`src/rtl/multi_mode_game_counter_if.sv`:
```
// multi_mode_game_counter_if: control inputs and score/status outputs of the game counter
interface multi_mode_game_counter_if #(
  parameter int WIDTH   = 5,
  parameter int SCORE_W = 4
);
  logic               en;
  logic [1:0]         mode;
  logic               init;
  logic [WIDTH-1:0]   init_value;
  logic [WIDTH-1:0]   count;
  logic               winner;
  logic               loser;
  logic [SCORE_W-1:0] win_score;
  logic [SCORE_W-1:0] lose_score;
  logic               gameover;
  logic [1:0]         who;
  modport master (
    output en, mode, init, init_value,
    input  count, winner, loser, win_score, lose_score, gameover, who
  );
  modport slave (
    input  en, mode, init, init_value,
    output count, winner, loser, win_score, lose_score, gameover, who
  );
endinterface

```
`src/rtl/multi_mode_game_counter.sv`:
```
// multi_mode_game_counter: up/down step counter scoring MAX/0 landings, with auto-restarting games
module multi_mode_game_counter #(
  parameter int WIDTH      = 5,
  parameter int SCORE_W    = 4,
  parameter int TARGET     = 15,
  parameter int STEP_SMALL = 1,
  parameter int STEP_LARGE = 2
) (
  input logic                      clk,
  input logic                      rst,
  multi_mode_game_counter_if.slave bus
);
  typedef enum logic [1:0] {IDLE, RUN, OVER} state_t;
  localparam logic [WIDTH-1:0]   MAX = '1;
  localparam logic [SCORE_W-1:0] TGT = SCORE_W'(TARGET);
  state_t             state_q;
  logic [WIDTH-1:0]   count_q, step_d, nxt_d, start_d;
  logic [SCORE_W-1:0] win_q, lose_q, win_d, lose_d;
  logic               winner_q, loser_q, over_q;
  logic [1:0]         who_q;
  // step size, stepped value, start value and incremented scores
  always_comb begin
    step_d  = bus.mode[0] ? WIDTH'(STEP_LARGE) : WIDTH'(STEP_SMALL);
    nxt_d   = bus.mode[1] ? count_q - step_d : count_q + step_d;
    start_d = bus.mode[1] ? MAX : '0;
    win_d   = win_q + 1'b1;
    lose_d  = lose_q + 1'b1;
  end
  // game FSM; pulses default low and are raised only by a scoring step
  always_ff @(posedge clk) begin
    if (rst) begin
      state_q  <= IDLE;
      count_q  <= '0;
      win_q    <= '0;
      lose_q   <= '0;
      winner_q <= 1'b0;
      loser_q  <= 1'b0;
      over_q   <= 1'b0;
      who_q    <= 2'b00;
    end else begin
      winner_q <= 1'b0;
      loser_q  <= 1'b0;
      over_q   <= 1'b0;
      case (state_q)
        IDLE: begin
          count_q <= start_d;
          state_q <= RUN;
        end
        RUN: begin
          if (bus.init) count_q <= bus.init_value;
          else if (bus.en) begin
            count_q <= nxt_d;
            if (nxt_d == MAX) begin
              winner_q <= 1'b1;
              win_q    <= win_d;
              if (win_d == TGT) begin
                over_q  <= 1'b1;
                who_q   <= 2'b10;
                state_q <= OVER;
              end
            end else if (nxt_d == '0) begin
              loser_q <= 1'b1;
              lose_q  <= lose_d;
              if (lose_d == TGT) begin
                over_q  <= 1'b1;
                who_q   <= 2'b01;
                state_q <= OVER;
              end
            end
          end
        end
        OVER: begin
          count_q <= start_d;
          win_q   <= '0;
          lose_q  <= '0;
          state_q <= RUN;
        end
        default: state_q <= IDLE;
      endcase
    end
  end
  assign bus.count      = count_q;
  assign bus.winner     = winner_q;
  assign bus.loser      = loser_q;
  assign bus.win_score  = win_q;
  assign bus.lose_score = lose_q;
  assign bus.gameover   = over_q;
  assign bus.who        = who_q;
endmodule

```
`src/flat_wrapper.sv`:
```
// flat-port wrapper written by rule: the top's interface ports become plain ports
module multi_mode_game_counter_flat 
#(
  parameter int WIDTH      = 5,
  parameter int SCORE_W    = 4,
  parameter int TARGET     = 15,
  parameter int STEP_SMALL = 1,
  parameter int STEP_LARGE = 2
)
  (clk, rst, bus_en, bus_mode, bus_init, bus_init_value, bus_count, bus_winner, bus_loser, bus_win_score, bus_lose_score, bus_gameover, bus_who);
  multi_mode_game_counter_if #(.WIDTH(WIDTH), .SCORE_W(SCORE_W)) bus_i ();
  input logic clk;
  input logic rst;
  input wire logic [$bits(bus_i.en)-1:0] bus_en;
  input wire logic [$bits(bus_i.mode)-1:0] bus_mode;
  input wire logic [$bits(bus_i.init)-1:0] bus_init;
  input wire logic [$bits(bus_i.init_value)-1:0] bus_init_value;
  output wire logic [$bits(bus_i.count)-1:0] bus_count;
  output wire logic [$bits(bus_i.winner)-1:0] bus_winner;
  output wire logic [$bits(bus_i.loser)-1:0] bus_loser;
  output wire logic [$bits(bus_i.win_score)-1:0] bus_win_score;
  output wire logic [$bits(bus_i.lose_score)-1:0] bus_lose_score;
  output wire logic [$bits(bus_i.gameover)-1:0] bus_gameover;
  output wire logic [$bits(bus_i.who)-1:0] bus_who;
  assign bus_i.en = bus_en;
  assign bus_i.mode = bus_mode;
  assign bus_i.init = bus_init;
  assign bus_i.init_value = bus_init_value;
  assign bus_count = bus_i.count;
  assign bus_winner = bus_i.winner;
  assign bus_loser = bus_i.loser;
  assign bus_win_score = bus_i.win_score;
  assign bus_lose_score = bus_i.lose_score;
  assign bus_gameover = bus_i.gameover;
  assign bus_who = bus_i.who;
  multi_mode_game_counter #(.WIDTH(WIDTH), .SCORE_W(SCORE_W), .TARGET(TARGET), .STEP_SMALL(STEP_SMALL), .STEP_LARGE(STEP_LARGE)) u_core (.clk(clk), .rst(rst), .bus(bus_i));
endmodule
```
`config.mk`:
```
export PLATFORM = sky130hd
export DESIGN_NAME = multi_mode_game_counter_flat
export DESIGN_NICKNAME = d
export VERILOG_FILES = /design/src/rtl/multi_mode_game_counter_if.sv /design/src/rtl/multi_mode_game_counter.sv /design/src/flat_wrapper.sv
export SDC_FILE = /design/constraint.sdc
export NUM_CORES = 1
export LEC_CHECK = 0
export ABC_AREA = 1
export CAP_MARGIN = 20
export CORE_MARGIN = 10
export CORE_UTILIZATION = 56
export CTS_BUF_LIST = sky130_fd_sc_hd__clkbuf_4
export CTS_CLUSTER_SIZE = 16
export DETAILED_ROUTE_END_ITERATION = 10
export PLACE_DENSITY = 0.88
export SYNTH_ARGS = -nofsm -noshare
export SYNTH_HDL_FRONTEND = slang
export SYNTH_SLANG_ARGS = --single-unit
```
`constraint.sdc`:
```
create_clock -name clk -period 3.65 [get_ports clk]
set_input_delay 0.365 -clock clk [delete_from_list [all_inputs] [get_ports clk]]
set_output_delay 0.365 -clock clk [all_outputs]
set_load 0.1 [all_outputs]
```
Word-level counts from Yosys, hierarchy flattened
Cells that the tools add are included.
{ "totals": {"reg_bits": 20, "latch_bits": 0, "ramBits": 0, "mem_bits_ro": 0, "input_bits": 11, "out_inout_bits": 18, "elab_cells": 75, "mem_count": 0} }
{ "classes": {"addsub": 4, "n_mul": 0, "div": 0, "order_cmp": 0, "eq_ne": 15, "n_shift": 0, "n_mux": 31, "bitwise_logic": 3, "n_reduce_logical": 14} }
{ "ops": {"columns": ["operator", "count"], "rows": [
  ["$mux 4", 7],
  ["$mux 2", 10],
  ["$mux 5", 4],
  ["$pmux 4 s2", 2],
  ["$pmux 5 s2", 1],
  ["$reduce_and 5->1", 2],
  ["$add 4x1->4 const B", 2],
  ["$eq 4x4->1 const B", 2],
  ["$ne 2x2->1 const B", 4],
  ["$reduce_bool 2->1", 4],
  ["$mux 1", 6],
  ["$ne 3x1->1 const B", 2],
  ["$ne 3x3->1 const B", 2],
  ["$reduce_and 6->1", 1],
  ["$add 5x5->5", 1],
  ["$eq 5x5->1 const B", 1],
  ["$logic_not 5->1", 1],
  ["$reduce_or 5->1", 1],
  ["$sub 5x5->5", 1],
  ["$ne 2x1->1 const B", 2],
  ["$pmux 2 s2", 1],
  ["$reduce_and 4->1", 1],
  ["$reduce_or 4->1", 1],
  ["$not 1->1", 3],
  ["other kinds (5)", 5]
]} }

Depth between registers and ports, before layout
{ "depth": {"depth_word": 9, "depth_mapped": 15, "mapped_depth_nobuf": 15} }

Worst setup path before layout
Ideal clock, no wire load.
{ "synth_path": {"path_type": "register to register", "startpoint": "reg u_core.count_q[0] (netlist: u_core.bus.count[0])", "endpoint": "reg u_core.lose_q[0] (netlist: u_core.bus.lose_score[0])", "setup_ns": 0.130, "arrival_time_ns": 2.520, "t_required_ns": 3.520, "setup_slack_ns": 1.000, "path_stages_with_launch": 13, "path_buffers": 0, "period_less_slack_ns": 2.650, "path_cell_list": "dfxtp_1 > inv_1 > ha_1 > inv_1 > fa_1 > inv_1 > nand3_2 > nor2_4 > nand2_2 > nand2_2 > nand3_2 > o21ai_1 > nor2_1"} }
{ "synth_via": {"elab_chain_len": 5, "elab_cells_between_ends": 8, "cone_classes": "add/sub: 2; eq/ne: 3; mux: 1; reduce/logical: 2"} }
{ "synth_rtl": {"columns": ["element", "line_no", "text"], "rows": [
  ["from (decl)", "multi_mode_game_counter.sv:17", "logic [WIDTH-1:0] count_q, step_d, nxt_d, start_d;"],
  ["from (signal assigned)", "multi_mode_game_counter.sv:46", "count_q <= start_d;"],
  ["from (signal assigned)", "multi_mode_game_counter.sv:50", "if (bus.init) count_q <= bus.init_value;"],
  ["from (signal assigned)", "multi_mode_game_counter.sv:52", "count_q <= nxt_d;"],
  ["$add 5x5->5 / $sub 5x5->5 (equally long branches)", "multi_mode_game_counter.sv:24", "nxt_d = bus.mode[1] ? count_q - step_d : count_q + step_d;"],
  ["$mux 5 *", "multi_mode_game_counter.sv:24", null],
  ["$eq 5x5->1 / $logic_not 5->1 (equally long branches)", "multi_mode_game_counter.sv:53, multi_mode_game_counter.sv:61", null],
  ["$ne 2x2->1 (no source line) / $ne 2x1->1 (equally long branches)", null, null],
  ["$reduce_and 5->1 (no source line) *", null, null],
  ["to (signal assigned)", "multi_mode_game_counter.sv:63", "lose_q <= lose_d;"],
  ["to (decl)", "multi_mode_game_counter.sv:18", "logic [SCORE_W-1:0] win_q, lose_q, win_d, lose_d;"]
]} }
Every way passes the cells marked *; elsewhere a longest branch is shown, timed or not.
A chain may end at the register's enable or synchronous reset.

Worst setup path in the final report
{ "layout_path": {"startpoint": "reg u_core.win_q[0] (netlist: u_core.bus.win_score[0])", "endpoint": "out bus_win_score[0]"} }
{ "layout_rtl": {"columns": ["element", "line_no", "text"], "rows": [
  ["from (decl)", "multi_mode_game_counter.sv:18", null],
  ["from (signal assigned)", "multi_mode_game_counter.sv:55", "win_q <= win_d;"],
  ["to (decl)", "flat_wrapper.sv:21", "output wire logic [$bits(bus_i.win_score)-1:0] bus_win_score;"]
]} }
No word-level cell between the ends.

==> results.json <==
{
  "status": "complete, no violations",
  "synth_commonest_cells": "nand2_1 (28), inv_1 (25), dfxtp_1 (20), nor2_1 (20), a21oi_1 (12)",
  "path_cells": "clkdlybuf4s50_1",
  "skew_ps": 4.893,
  "ff2ff_path_depth": 12,
  "setup_tns_ps": 0,
  "wl_microns": 3011,
  "hold_depth": 2,
  "gr-total-overflow": 0,
  "synth_edf_count": 0,
  "met1_length_microns": 1337,
  "die_w_microns": 67.90,
  "antenna_cells": 0,
  "globalplace.congestion": 0.8481,
  "path_class": "reg -> out",
  "path_buf_inv": 1,
  "cts_tree": "yes",
  "syn_avg_cell_area_sq_um": 7.301,
  "drive_above_1_share": 0.1408,
  "drcViolationCount": 0,
  "r2r_end": "u_core.bus.lose_score[0]",
  "endpoint_kind": "output pin",
  "grt_max_degree": 15,
  "syn_area_sq_mm": 0.001285,
  "fin_crit_sh": 0.6254,
  "seq_area_frac_synth": 0.3116,
  "ff_latch_area_sq_um": 400.4,
  "pin_count": 29,
  "top_layer_used": "met4",
  "first_global_vias": 1148,
  "rsz0062_at_grt": "false",
  "final_area_sq_mm": 0.001618,
  "fin_hold_ws_ps": 510.4,
  "yosysUniqueCellTypes": 28,
  "path_depth": 1,
  "die_h_microns": 67.90,
  "postCtsResizedCells": 0,
  "max_slew.worst_pin.slew_ps": 986.6,
  "synth_ff_type": "dfxtp_1",
  "h-tree-depth": 1,
  "setup_viol": 0,
  "instances_no_fill": 234,
  "wl_met3_microns": 227,
  "hold_buffers": 0,
  "post_cts_buffers": 0,
  "cp_slowest_cell": "clkdlybuf4s50_1",
  "worst_setup_path_start_kind": "register",
  "multiInputGateArea_sq_um": 763.2,
  "required_ps": 3280,
  "ys.warnings.count": 0,
  "path_max_fanout": 5,
  "dp.cells": 230,
  "async_reset_ff_frac": 0,
  "powerDensity_mw_per_mm2": 332.3,
  "r2r_slack_ps": 1550,
  "rows": 17,
  "cap_violations": 0,
  "fmax_mhz": 438.1,
  "grt_use_total": 0.1417,
  "io_buffers": 28,
  "period_needed_ps": 2283,
  "layout.nets": 227,
  "ys_top_cells_by_area": "dfxtp_1 (31%), nand2_1 (8.2%), ha_1 (7.8%)",
  "clkSinkCount": 20,
  "drt-wirelength-per-cell_microns": 12.87,
  "coreArea_sq_mm": 0.002191,
  "drtIter0Drc": 57,
  "dpl_cell_area_sq_mm": 0.001592,
  "vias_per_cell": 5.094,
  "insertion_delay_ps": 310,
  "cp_slowest_stage_delay_ps": 1180,
  "grt_pass1_wl_microns": 5195,
  "leakage_nw": 0.7154,
  "drv_slew": 0,
  "antenna_found_initial": 0,
  "initial_core_util": 0.5865,
  "slew_headroom": 0.3402,
  "yosysTopAreaCell": "dfxtp_1",
  "clk_pin_slew_ps": 110,
  "power.total_mw": 0.5377,
  "via_count": 1192,
  "r2r_start": "u_core.bus.count[0]",
  "synth-seq-cells": 20,
  "hold_viol": 0,
  "syn-num-nets": 196,
  "numCtsBuffers": 3,
  "fillers": 171,
  "syn_to_final_growth_pct": 25.90,
  "min_to": "u_core.bus.count[3]",
  "met2WireLength_microns": 1390,
  "vdd_ir_drop_max_mv": 0.2559,
  "critPathArrivalTime_ps": 1920,
  "clk_path_buf_depth": 2,
  "hold_path_startpoint": "u_core.bus.count[3]",
  "synthesis.instances": 176,
  "yosysMostFrequentCell": "nand2_1",
  "ant_nets": 0,
  "hpwl_microns": 2389,
  "die_area_sq_mm": 0.004610,
  "cts_root_buf": "clkbuf_4",
  "synth_top_area_frac": 0.3116,
  "drt-pass1-iter-count": 4,
  "cpLargestDelayFamily": "buffers and inverters",
  "hold_path.class": "reg -> reg"
}
-- layout make-up --
class                           instances  area share
Inverter                               30     0.06961
Sequential cell                        20      0.2475
Timing Repair Buffer                   28      0.1732
Tap cell                               28     0.02166
Clock buffer                            3     0.01392
Clock inverter                          1    0.002320
Multi-Input combinational cell        124      0.4718
-- routing by layer --
metal  up-vias  global-route usage
met5         -                   0
met4         0             0.05276
met3         7             0.04894
met2        23              0.2359
met1       528              0.1648
li1        634                   -
-- how the worst max path moves through the flow --
stage                            start                        to  slack [ps]
6_report       u_core.bus.win_score[0]          bus_win_score[0]        1370
5_1_grt                    bus_mode[0]  u_core.bus.lose_score[0]        1190
4_1_cts        u_core.bus.win_score[0]          bus_win_score[0]        1350
3_5_place_dp               bus_mode[1]  u_core.bus.lose_score[0]        1070
3_3_place_gp               bus_mode[1]  u_core.bus.lose_score[0]        1130
2_1_floorplan      u_core.bus.count[0]  u_core.bus.lose_score[0]        1000
-- worst reg2reg max path: stages (launching register included) --
cell	delay, ps
dfxtp_1	350
inv_1	70
ha_1	190
inv_1	100
fa_1	450
inv_1	110
nand3_2	100
nor2_4	140
nand2_2	70
nand2_2	100
nand3_2	120
o21ai_1	140
nor2_1	50
-- cell usage in the layout (no fill, tap or decap), drive strengths merged --
master / instances
nand4: 4
inv: 30
clkbuf: 3
nand3: 13
a221oi: 4
o211ai: 3
nand2: 35
nor3: 2
fa: 1
clkinv: 1
clkdlybuf4s50: 28
ha: 8
o21ai: 7
a21boi: 2
a21oi: 13
nor2: 27
dfxtp: 20
or2: 1
xor2: 4
-- kinds of logic after synthesis --
group	after synthesis	synth area share
AO/OA/AOI/OAI	29	0.1422
XOR/XNOR	4	0.02726
adder cells (fa/ha/maj)	9	0.09348
AND/OR/NAND/NOR	82	0.3311
buffers and inverters	32	0.09444
flip-flops	20	0.3116
-- where the power goes --
group          switching [mW]  leakage (nW)  internal, mW
logic                   0.133         0.537        0.0596
clock network          0.0702        0.0154        0.0400
registers             0.00832         0.163         0.226
total                   0.212         0.715         0.326
-- per-stage QoR --
stage / util / setup slack [ps]
after global placement: 0.7264 / 1126
after global routing: 0.7384 / 1187
after CTS: 0.7384 / 1354
final: 0.7384 / 1367
after floorplan: - / 1000
after detailed placement: 0.7264 / 1073
-- state kept, by name, summed over array words and instances (netlist names) --
name	cells
u_core.bus.count	5
u_core.bus.gameover	1
u_core.bus.lose_score	4
u_core.bus.loser	1
u_core.bus.who	2
u_core.bus.win_score	4
u_core.bus.winner	1
u_core.state_q	2
Note: power is estimated with default switching activity, not from simulation.
